<file path="config.mk">
export PLATFORM = sky130hd
export DESIGN_NAME = pwm_mode_ctrl_flat
export DESIGN_NICKNAME = d
export VERILOG_FILES = /design/src/rtl/pwm_mode_ctrl_if.sv /design/src/rtl/pwm_mode_ctrl.sv /design/src/flat_wrapper.sv
export SDC_FILE = /design/constraint.sdc
export NUM_CORES = 1
export LEC_CHECK = 0
export ABC_CLOCK_PERIOD_IN_PS = 4800
export CAP_MARGIN = 0
export CORE_MARGIN = 3
export CORE_UTILIZATION = 25
export DETAILED_ROUTE_END_ITERATION = 8
export MAX_ROUTING_LAYER = met4
export PLACE_DENSITY = 0.54
export SETUP_SLACK_MARGIN = 0.15
export SKIP_CTS_REPAIR_TIMING = 1
export SYNTH_ARGS = -nofsm -noshare
export SYNTH_HDL_FRONTEND = slang
export SYNTH_SLANG_ARGS = --single-unit
</file>
<file path="constraint.sdc">
create_clock -name clk -period 4.8 [get_ports clk]
set_clock_uncertainty 0.1 [all_clocks]
set_input_delay 0.48 -clock clk [delete_from_list [all_inputs] [get_ports clk]]
set_output_delay 0.48 -clock clk [all_outputs]
set_load 0.005 [all_outputs]
</file>
<file path="src/rtl/pwm_mode_ctrl_if.sv">
// Signal bundle between the PWM mode sequencer and its controller / PWM generator.
// slave = the sequencer (pwm_mode_ctrl), master = whoever drives commands and config.
interface pwm_mode_ctrl_if;
  // Handshake: there is no valid/ready pair. Commands are levels sampled on
  // every rising clk edge, cfg_wr is a one-cycle strobe that is always accepted,
  // and every status output is registered (visible one cycle after its cause).
  logic        cmd_check;
  logic        cmd_start;
  logic        cmd_stop;
  logic        cmd_clear;
  logic        fault_in;
  logic        cfg_wr;
  logic [15:0] pose_req;
  logic [15:0] nege_req;
  logic [15:0] fre_req;
  logic [15:0] comp_tri;
  logic [3:0]  col;

  logic        start;
  logic        check;
  logic        pass;
  logic        syn;
  logic [15:0] pose;
  logic [15:0] nege;
  logic [15:0] fre;
  logic [2:0]  state;
  logic        check_ok;
  logic [3:0]  check_err;
  logic        cfg_pend;

  modport slave (
    input  cmd_check, cmd_start, cmd_stop, cmd_clear, fault_in, cfg_wr,
           pose_req, nege_req, fre_req, comp_tri, col,
    output start, check, pass, syn, pose, nege, fre, state,
           check_ok, check_err, cfg_pend
  );

  modport master (
    output cmd_check, cmd_start, cmd_stop, cmd_clear, fault_in, cfg_wr,
           pose_req, nege_req, fre_req, comp_tri, col,
    input  start, check, pass, syn, pose, nege, fre, state,
           check_ok, check_err, cfg_pend
  );
endinterface

</file>
<file path="src/rtl/pwm_mode_ctrl.sv">
// Mode sequencer and config shadow for the bridge PWM generator: self-test, run gating,
// valley-aligned compare updates and fault bypass. Optional clamp: PWM_CTRL_CLAMP_EN.
module pwm_mode_ctrl #(
  parameter int CHK_WIN = 10000,
  parameter int BYP_LEN = 20000
) (
  input  logic           clk,
  input  logic           rst,
  pwm_mode_ctrl_if.slave bus
);

  typedef enum logic [2:0] {
    ST_IDLE   = 3'd0,
    ST_CHECK  = 3'd1,
    ST_READY  = 3'd2,
    ST_RUN    = 3'd3,
    ST_BYPASS = 3'd4,
    ST_FAULT  = 3'd5
  } state_t;

  localparam logic [15:0] CHK_LAST = 16'(4 * CHK_WIN - 1);
  localparam logic [15:0] BYP_LAST = 16'(BYP_LEN - 1);
  localparam logic [15:0] SMP0     = 16'(CHK_WIN / 2);
  localparam logic [15:0] SMP1     = 16'(CHK_WIN + CHK_WIN / 2);
  localparam logic [15:0] SMP2     = 16'(2 * CHK_WIN + CHK_WIN / 2);
  localparam logic [15:0] SMP3     = 16'(3 * CHK_WIN + CHK_WIN / 2);

  state_t      state_q, state_d;
  logic [15:0] cnt_q, cnt_d;
  logic [3:0]  check_err_q, check_err_d;
  logic        check_ok_q, check_ok_d;
  logic        start_q, start_d;
  logic        check_q, check_d;
  logic        pass_q, pass_d;
  logic        syn_q, syn_d;
  logic [15:0] pose_q, pose_d;
  logic [15:0] nege_q, nege_d;
  logic [15:0] fre_q, fre_d;
  logic [15:0] sh_pose_q, sh_pose_d;
  logic [15:0] sh_nege_q, sh_nege_d;
  logic [15:0] sh_fre_q, sh_fre_d;
  logic        cfg_pend_q, cfg_pend_d;
  logic        load_active;
  logic [15:0] ld_pose, ld_nege;

`ifdef PWM_CTRL_CLAMP_EN
  // Keep compare words strictly below half the peak and never zero.
  function automatic logic [15:0] clamp_word(input logic [15:0] w, input logic [15:0] half);
    logic [15:0] r;
    r = w;
    if (w >= half) r = (half == 16'd0) ? 16'd0 : half - 16'd1;
    if (r == 16'd0) r = 16'd1;
    return r;
  endfunction

  always_comb begin
    ld_pose = clamp_word(sh_pose_q, {1'b0, sh_fre_q[15:1]});
    ld_nege = clamp_word(sh_nege_q, {1'b0, sh_fre_q[15:1]});
  end
`else
  always_comb begin
    ld_pose = sh_pose_q;
    ld_nege = sh_nege_q;
  end
`endif

  // Next-state logic; fault_in outranks every command, cmd_stop outranks start/check.
  always_comb begin
    state_d     = state_q;
    check_err_d = check_err_q;
    check_ok_d  = check_ok_q;
    load_active = 1'b0;
    if (bus.fault_in && (state_q != ST_BYPASS) && (state_q != ST_FAULT)) begin
      state_d = ST_BYPASS;
      if (state_q == ST_CHECK) check_ok_d = 1'b0;
    end else begin
      case (state_q)
        ST_IDLE: begin
          if (!bus.cmd_stop && bus.cmd_check) begin
            state_d     = ST_CHECK;
            check_err_d = 4'd0;
            check_ok_d  = 1'b0;
          end
        end
        ST_CHECK: begin
          // Leg map per window: col1, col0, col3, col2.
          if ((cnt_q == SMP0) && !bus.col[1]) check_err_d[0] = 1'b1;
          if ((cnt_q == SMP1) && !bus.col[0]) check_err_d[1] = 1'b1;
          if ((cnt_q == SMP2) && !bus.col[3]) check_err_d[2] = 1'b1;
          if ((cnt_q == SMP3) && !bus.col[2]) check_err_d[3] = 1'b1;
          if (cnt_q == CHK_LAST) begin
            check_ok_d = (check_err_d == 4'd0);
            state_d    = check_ok_d ? ST_READY : ST_FAULT;
          end
        end
        ST_READY: begin
          if (!bus.cmd_stop && bus.cmd_start && (sh_fre_q != 16'd0)) begin
            state_d     = ST_RUN;
            load_active = 1'b1;
          end
        end
        ST_RUN: begin
          if (bus.cmd_stop) begin
            state_d = ST_READY;
          end else if (cfg_pend_q && (bus.comp_tri == 16'd0)) begin
            load_active = 1'b1;
          end
        end
        ST_BYPASS: begin
          if (cnt_q == BYP_LAST) state_d = ST_FAULT;
        end
        ST_FAULT: begin
          if (bus.cmd_clear && !bus.fault_in) begin
            state_d     = ST_IDLE;
            check_err_d = 4'd0;
            check_ok_d  = 1'b0;
          end
        end
        default: state_d = ST_IDLE;
      endcase
    end
  end

  // Datapath: shared counter, shadow capture, active-word loading and mode outputs.
  always_comb begin
    cnt_d = 16'd0;
    if ((state_d == state_q) && ((state_q == ST_CHECK) || (state_q == ST_BYPASS)))
      cnt_d = cnt_q + 16'd1;

    pose_d     = pose_q;
    nege_d     = nege_q;
    fre_d      = fre_q;
    cfg_pend_d = cfg_pend_q;
    if (load_active) begin
      pose_d     = ld_pose;
      nege_d     = ld_nege;
      fre_d      = sh_fre_q;
      cfg_pend_d = 1'b0;
    end

    sh_pose_d = sh_pose_q;
    sh_nege_d = sh_nege_q;
    sh_fre_d  = sh_fre_q;
    // A capture in the same cycle as an apply leaves the new value pending.
    if (bus.cfg_wr) begin
      sh_pose_d  = bus.pose_req;
      sh_nege_d  = bus.nege_req;
      sh_fre_d   = bus.fre_req;
      cfg_pend_d = 1'b1;
    end

    start_d = (state_d == ST_RUN);
    check_d = (state_d == ST_CHECK);
    pass_d  = (state_d == ST_BYPASS);
    syn_d   = (state_q == ST_READY) && (state_d == ST_RUN);
  end

  always_ff @(posedge clk or posedge rst) begin
    if (rst) begin
      state_q     <= ST_IDLE;
      cnt_q       <= 16'd0;
      check_err_q <= 4'd0;
      check_ok_q  <= 1'b0;
      start_q     <= 1'b0;
      check_q     <= 1'b0;
      pass_q      <= 1'b0;
      syn_q       <= 1'b0;
      pose_q      <= 16'd0;
      nege_q      <= 16'd0;
      fre_q       <= 16'd0;
      sh_pose_q   <= 16'd0;
      sh_nege_q   <= 16'd0;
      sh_fre_q    <= 16'd0;
      cfg_pend_q  <= 1'b0;
    end else begin
      state_q     <= state_d;
      cnt_q       <= cnt_d;
      check_err_q <= check_err_d;
      check_ok_q  <= check_ok_d;
      start_q     <= start_d;
      check_q     <= check_d;
      pass_q      <= pass_d;
      syn_q       <= syn_d;
      pose_q      <= pose_d;
      nege_q      <= nege_d;
      fre_q       <= fre_d;
      sh_pose_q   <= sh_pose_d;
      sh_nege_q   <= sh_nege_d;
      sh_fre_q    <= sh_fre_d;
      cfg_pend_q  <= cfg_pend_d;
    end
  end

  assign bus.start     = start_q;
  assign bus.check     = check_q;
  assign bus.pass      = pass_q;
  assign bus.syn       = syn_q;
  assign bus.pose      = pose_q;
  assign bus.nege      = nege_q;
  assign bus.fre       = fre_q;
  assign bus.state     = state_q;
  assign bus.check_ok  = check_ok_q;
  assign bus.check_err = check_err_q;
  assign bus.cfg_pend  = cfg_pend_q;

endmodule
</file>
<file path="src/flat_wrapper.sv">
// flat-port wrapper written by rule: the top's interface ports become plain ports
module pwm_mode_ctrl_flat 
#(
  parameter int CHK_WIN = 10000,
  parameter int BYP_LEN = 20000
)
  (clk, rst, bus_cmd_check, bus_cmd_start, bus_cmd_stop, bus_cmd_clear, bus_fault_in, bus_cfg_wr, bus_pose_req, bus_nege_req, bus_fre_req, bus_comp_tri, bus_col, bus_start, bus_check, bus_pass, bus_syn, bus_pose, bus_nege, bus_fre, bus_state, bus_check_ok, bus_check_err, bus_cfg_pend);
  pwm_mode_ctrl_if bus_i ();
  input  logic clk;
  input  logic rst;
  input wire logic [$bits(bus_i.cmd_check)-1:0] bus_cmd_check;
  input wire logic [$bits(bus_i.cmd_start)-1:0] bus_cmd_start;
  input wire logic [$bits(bus_i.cmd_stop)-1:0] bus_cmd_stop;
  input wire logic [$bits(bus_i.cmd_clear)-1:0] bus_cmd_clear;
  input wire logic [$bits(bus_i.fault_in)-1:0] bus_fault_in;
  input wire logic [$bits(bus_i.cfg_wr)-1:0] bus_cfg_wr;
  input wire logic [$bits(bus_i.pose_req)-1:0] bus_pose_req;
  input wire logic [$bits(bus_i.nege_req)-1:0] bus_nege_req;
  input wire logic [$bits(bus_i.fre_req)-1:0] bus_fre_req;
  input wire logic [$bits(bus_i.comp_tri)-1:0] bus_comp_tri;
  input wire logic [$bits(bus_i.col)-1:0] bus_col;
  output wire logic [$bits(bus_i.start)-1:0] bus_start;
  output wire logic [$bits(bus_i.check)-1:0] bus_check;
  output wire logic [$bits(bus_i.pass)-1:0] bus_pass;
  output wire logic [$bits(bus_i.syn)-1:0] bus_syn;
  output wire logic [$bits(bus_i.pose)-1:0] bus_pose;
  output wire logic [$bits(bus_i.nege)-1:0] bus_nege;
  output wire logic [$bits(bus_i.fre)-1:0] bus_fre;
  output wire logic [$bits(bus_i.state)-1:0] bus_state;
  output wire logic [$bits(bus_i.check_ok)-1:0] bus_check_ok;
  output wire logic [$bits(bus_i.check_err)-1:0] bus_check_err;
  output wire logic [$bits(bus_i.cfg_pend)-1:0] bus_cfg_pend;
  assign bus_i.cmd_check = bus_cmd_check;
  assign bus_i.cmd_start = bus_cmd_start;
  assign bus_i.cmd_stop = bus_cmd_stop;
  assign bus_i.cmd_clear = bus_cmd_clear;
  assign bus_i.fault_in = bus_fault_in;
  assign bus_i.cfg_wr = bus_cfg_wr;
  assign bus_i.pose_req = bus_pose_req;
  assign bus_i.nege_req = bus_nege_req;
  assign bus_i.fre_req = bus_fre_req;
  assign bus_i.comp_tri = bus_comp_tri;
  assign bus_i.col = bus_col;
  assign bus_start = bus_i.start;
  assign bus_check = bus_i.check;
  assign bus_pass = bus_i.pass;
  assign bus_syn = bus_i.syn;
  assign bus_pose = bus_i.pose;
  assign bus_nege = bus_i.nege;
  assign bus_fre = bus_i.fre;
  assign bus_state = bus_i.state;
  assign bus_check_ok = bus_i.check_ok;
  assign bus_check_err = bus_i.check_err;
  assign bus_cfg_pend = bus_i.cfg_pend;
  pwm_mode_ctrl #(.CHK_WIN(CHK_WIN), .BYP_LEN(BYP_LEN)) u_core (.clk(clk), .rst(rst), .bus(bus_i));
endmodule
</file>
# --- Yosys cells after proc, flatten, opt, wreduce, memory -nomap -nowiden ---
# Index checks and enable logic that the tools add are counted.
classes:
  add_sub_neg: 1
  mul: 0
  div: 0
  magnitude_cmp: 0
  n_eq_ne: 23
  shift: 0
  n_mux: 38
  bitwise: 1
  reduce_logical: 28
op_table:
  columns: ["cell", "count"]
  rows:
  - ["16-bit by 15-bit equality test with 1-bit output, second input constant", 2]
  - ["16-bit equality test, second input constant", 2]
  - ["3-bit 2-to-1 mux", 8]
  - ["1-bit 2-to-1 mux", 23]
  - ["3-bit case mux with 6 select lines", 1]
  - ["16-bit by 1-bit adder with 16-bit output, second input constant", 1]
  - ["16-bit by 13-bit equality test with 1-bit output, second input constant", 1]
  - ["16-bit by 14-bit equality test with 1-bit output, second input constant", 1]
  - ["16-bit zero test", 1]
  - ["16-bit 2-to-1 mux", 1]
  - ["16-bit nonzero test", 1]
  - ["1-bit logical AND", 13]
  - ["4-bit case mux with 3 select lines", 1]
  - ["3-bit by 2-bit equality test with 1-bit output, second input constant", 3]
  - ["3-bit equality test, second input constant", 3]
  - ["3-bit by 1-bit != test with 1-bit output, second input constant", 3]
  - ["4-bit 2-to-1 mux", 2]
  - ["3-bit by 1-bit equality test with 1-bit output, second input constant", 2]
  - ["1-bit zero test", 6]
  - ["3-bit != test, second input constant", 2]
  - ["5-bit AND reduction", 1]
  - ["4-bit zero test", 1]
  - ["2-bit by 1-bit != test with 1-bit output, second input constant", 2]
  - ["4-bit AND reduction", 1]
  - ["9 further kinds", 9]
totals:
  register_bits: 125
  latchBits: 0
  ram_bits: 0
  romBits: 0
  in_bits: 76
  output_inout_bits: 61
  wordCells: 106
  n_memories: 0

# --- Logic depth before layout (Yosys ltp) ---
depth:
  word_depth: 13
  depth_mapped: 8
  ltp_nobuf: 6

# --- Least setup slack after synthesis ---
# Ideal clock, no wire load.
synth_path:
  kind: "input port to flip-flop"
  start: "in bus_comp_tri[10]"
  end: "reg u_core.pose_q[0] (netlist: u_core.bus.pose[0])"
  setup_ns: 0.125
  t_arrival_ns: 1.738
  required_time_ns: 4.575
  path_slack_ns: 2.837
  cell_stages: 7
  cell_sequence: "nor4_1 -> and3_1 -> nand4_1 -> a21o_1 -> buf_6 -> buf_6 -> mux2_4"
synth_via:
  elab_chain_cells: 6
synth_lines:
  columns: ["element", "line", "text"]
  rows:
  - ["start: declaration", "flat_wrapper.sv:20", "input wire logic [$bits(bus_i.comp_tri)-1:0] bus_comp_tri;"]
  - ["16-bit zero test", "pwm_mode_ctrl.sv:105", "end else if (cfg_pend_q && (bus.comp_tri == 16'd0)) begin"]
  - ["1-bit logical AND", "pwm_mode_ctrl.sv:105", null]
  - ["1-bit 2-to-1 mux", "pwm_mode_ctrl.sv:105", null]
  - ["1-bit 2-to-1 mux", "pwm_mode_ctrl.sv:103", "if (bus.cmd_stop) begin"]
  - ["1-bit case mux with 2 select lines", "pwm_mode_ctrl.sv:77", "case (state_q)"]
  - ["1-bit 2-to-1 mux", "pwm_mode_ctrl.sv:73", "if (bus.fault_in && (state_q != ST_BYPASS) && (state_q != ST_FAULT)) begin"]
  - ["end signal: assignment", "pwm_mode_ctrl.sv:184", "pose_q <= pose_d;"]
  - ["end: declaration", "pwm_mode_ctrl.sv:36", "logic [15:0] pose_q, pose_d;"]
# No other way between the ends.
# A chain may end at the register's enable or synchronous reset.

# --- Worst setup path after layout ---
layout_path:
  start: "reg u_core.sh_fre_q[0]"
  end: "reg u_core.fre_q[1] (netlist: u_core.bus.fre[1])"
layout_via:
  elab_chain_cells: 5
layout_lines:
  columns: ["element", "line", "text"]
  rows:
  - ["start: declaration", "pwm_mode_ctrl.sv:41", "logic [15:0] sh_fre_q, sh_fre_d;"]
  - ["start signal: assignment", "pwm_mode_ctrl.sv:189", "sh_fre_q <= sh_fre_d;"]
  - ["16-bit nonzero test", "pwm_mode_ctrl.sv:97", "if (!bus.cmd_stop && bus.cmd_start && (sh_fre_q != 16'd0)) begin"]
  - ["1-bit logical AND", "pwm_mode_ctrl.sv:97", null]
  - ["1-bit 2-to-1 mux", "pwm_mode_ctrl.sv:97", null]
  - ["1-bit case mux with 2 select lines", "pwm_mode_ctrl.sv:77", null]
  - ["1-bit 2-to-1 mux", "pwm_mode_ctrl.sv:73", null]
  - ["end signal: assignment", "pwm_mode_ctrl.sv:186", "fre_q <= fre_d;"]
  - ["end: declaration", "pwm_mode_ctrl.sv:38", "logic [15:0] fre_q, fre_d;"]
# No other way between the ends.

==> results.txt <==
Routability-driven placement finished with a final weighted congestion of 0.8453. Summing over every cut layer, the via total after detailed routing is 3,636. The run finished with clean final reports. The per-instance average area after synthesis is 13.47 um2.

Setup repair after global routing left no endpoint under its margin. From synthesis to final layout, the design area changed by 41.86%. Timing would allow up to 331.1 MHz.

At the end of the flow, the number of nets in the layout was roughly 600. The slowest stage of the critical path is the sky130_fd_sc_hd__a21o_2 cell. The worst slack after detailed placement is 1.666 ns.

The top cell types in the final layout, fill and taps aside, are 135 x sky130_fd_sc_hd__clkdlybuf4s50_1, 125 x sky130_fd_sc_hd__dfrtp_1, 88 x sky130_fd_sc_hd__mux2_2, 22 x sky130_fd_sc_hd__nor2_1, 18 x sky130_fd_sc_hd__nand2_1. Global routing finished with a remaining overflow of 0. Row generation in the floorplan step produced 52 rows. The share of post-route cells with drive strength above 1 is 0.2613. Setup slack on the critical path of the routed design comes to 1.780 ns. The half-perimeter wire length of the detailed placement result is around 9100 um.

For this run, the slowest stage of the critical path takes just under 0.6 ns. The cell family contributing the most delay on the critical path is simple AND/OR/NAND/NOR gates. The total power per unit cell area is around 360 nW/um2.

The clock transition time at the flip-flop clock pins of the worst setup and hold paths came out at approximately 0.050 ns. In this run the deepest clock path goes through 2 buffers. The post-route antenna net violation count came out at 0. The final critical-path share of the clock period came out at 0.6292. The routed design has about 13,000 um of wire.

Setup violations remaining at the end of the flow were counted as 0. The via count normalized by instance count came out at 4.423. For this run, design rule violations remaining after detail routing come to 0.

In this run the worst hold path is classified as reg -> reg. The clock net sink count came out at about 130. The cell sitting at the root of the clock tree is a sky130_fd_sc_hd__clkbuf_16. The number of standard cells after synthesis came out at 395.

The library cell occupying the most area in the post-synthesis netlist is sky130_fd_sc_hd__dfrtp_1. The number of max-cap violations came out at 0. The required time of the critical path is around 5.0 ns.

The worst setup path is captured at a register. The share of synthesized area occupied by flip-flops and latches is 0.5880. The time the final worst path needs with I/O delays and setup came out at 3.020 ns.

The die width came out at between 150 and 200 um. Summed over all cells, the static leakage comes to 3.230 nW. The number of CTS-inserted buffers came out at 17. The initial antenna violation count is 1. The height of the chip came out at 151.9 um. For this run, the total global-route usage over all layers was measured as 0.1203. The wire length per cell after detailed routing came out at between 15 and 20 um. STA puts the critical path data arrival time at 3.21 ns. The maximum fanout along the worst path came out at 28. The proportion of register bits with asynchronous set or reset after synthesis came out at 1.000. The largest net degree at the start of global routing is 70. The clock latency on the worst-skew pair came out at 0.41 ns. The number of synthesized flops with an enable pin is 0. The number of hold violations in the final report was 0.

The share of synthesized area in the top cell type comes to 0.5880. The detailed router's first-iteration violation count came out at 120. The effective utilization at floorplan is 0.2588.

By area the synthesized netlist is led by sky130_fd_sc_hd__dfrtp_1 59%, sky130_fd_sc_hd__mux2_2 19%, sky130_fd_sc_hd__mux2_4 2.5%. In this run the tightest slew margin relative to its limit is 0.4063. The H-tree was split into 4 levels. The placeable core region came out at 20,560 um2.

In this run, distinct cell masters in the synthesized netlist total 51. The final total negative setup slack came out at 0 ns. The worst path buffer plus inverter count is 1. The count of buffers from port buffering is between 100 and 150. The library cell used most frequently in the layout, excluding fill and tap cells, is sky130_fd_sc_hd__clkdlybuf4s50_1. The number of detailed-routing iterations run before antenna repair came out at 4. STA classifies the critical path startpoint as a register. The warning count from the yosys run came out at 0. The primary flip-flop cell chosen by synthesis mapping is sky130_fd_sc_hd__dfrtp_1. The category of the critical setup timing path is reg -> reg.

The area of the die is 23,070 um2. In this design, the critical path's most frequently occurring cell is sky130_fd_sc_hd__nand4_1. TritonCTS built the clock tree. The number of global-route vias before repair is 4,094. The global-route wire length before repair came out at 21,870 um.

The transition time at the pin with the least slew margin is between 0.8 and 0.9 ns. The number of primary I/O pins is 137. In this run the cell area of the synthesized design comes to 5320 um2.

IR analysis of the VDD net gives a maximum drop of 258.9 uV. The total count of max-transition violations in the final report came out at 0. The number of storage elements in the synthesis netlist came out at 125. The total nets after synthesis is 473. The signal on the critical path passes through nor4_1 > nand4_1 > nand4_1 > a21o_2 > buf_4 > mux2_2.
-- layer usage --
layer	part of all wire	GRT usage	vias up
li1	-	-	1711
met1	0.47	0.1511	1804
met2	0.46	0.1837	108
met3	0.060	0.04579	13
met4	0.0078	0.03082	0
met5	0	-	-
-- kinds of logic after synthesis --
kind of cell	count (synthesis)	share of synthesized area
flops	125	0.5880
buf+inv	22	0.02140
mux	97	0.2117
xor+xnor	14	0.02305
compound gates	24	0.03269
fa+ha+maj	2	0.004703
simple gates	111	0.1185
-- report_power, final --
part           leakage [nW]  internal [mW]  total, mW  switching (mW)
Clock                 0.278          0.803       1.27           0.463
Combinational          1.34          0.145      0.244          0.0985
Sequential             1.61           1.13       1.20          0.0708
Total                  3.23           2.08       2.71           0.633
-- sequential cells by signal, indices dropped and copies added (netlist names) --
signal,count
u_core.bus.cfg_pend,1
u_core.bus.check,1
u_core.bus.check_err,4
u_core.bus.check_ok,1
u_core.bus.fre,16
u_core.bus.nege,16
u_core.bus.pass,1
u_core.bus.pose,16
u_core.bus.start,1
u_core.bus.state,3
u_core.bus.syn,1
u_core.cnt_q,16
u_core.ld_nege,16
u_core.ld_pose,16
u_core.sh_fre_q,16
-- stage by stage --
stage / power [mW] / util / cell area [um2] / instances / hold slack [ns]
CTS: 2.764 / 0.3670 / 7545 / 821 / 0.4039
global placement: 1.455 / 0.3384 / 6957 / 789 / 0.3839
finish: 2.709 / 0.3671 / 7547 / 822 / 0.3970
floorplan: 1.343 / - / 5320 / 395 / 0.3767
detailed placement: 1.466 / 0.3384 / 6957 / 789 / 0.3908
global route: 2.844 / 0.3671 / 7547 / 822 / 0.4210
-- cell usage after synthesis, drive strengths merged, types with 3 or more instances --
master,instances
mux2,97
xnor2,5
nand2b,5
nor3,15
dfrtp,125
a21oi,6
nor4,9
xor2,9
and3,3
nand4,9
o21ai,7
nor4bb,3
inv,6
nor3b,3
nand2,18
clkbuf,4
nand3,5
buf,12
nor2,24
-- area by class of cell --
class | instances | area (um2)
tap | 270 | 337.8
clock buffer | 22 | 474.2
sequential | 125 | 3128
clock inverter | 10 | 113.9
fill | 2004 | 13010
multi-input combinational | 248 | 2079
timing repair buffer | 140 | 1386
antenna | 1 | 2.502
inverter | 6 | 25.02
-- worst register-to-register path: stages, from the launching register on --
cell and delay, ns:
sky130_fd_sc_hd__dfrtp_1 0.39, sky130_fd_sc_hd__nor4_1 0.37, sky130_fd_sc_hd__nand4_1 0.29, sky130_fd_sc_hd__nand4_1 0.26
sky130_fd_sc_hd__a21o_2 0.59, sky130_fd_sc_hd__buf_4 0.51, sky130_fd_sc_hd__mux2_2 0.40
-- final timing paths --
kind | endpoint | depth (start not counted) | slack [ns] | start
setup / recovery | u_core.bus.fre[1] | 6 | 1.78 | u_core.sh_fre_q[0]
hold / removal | u_core.bus.pose[5] | 1 | 0.40 | u_core.ld_pose[5]
setup reg to reg | u_core.bus.fre[1] | 6 | 1.78 | u_core.sh_fre_q[0]
hold reg to reg | u_core.bus.pose[5] | 1 | 0.40 | u_core.ld_pose[5]
max in group asynchronous | u_core.bus.pass | 3 | 3.08 | rst
min in group asynchronous | u_core.ld_pose[4] | 2 | 0.52 | rst
Power figures use the tool's default switching activity.
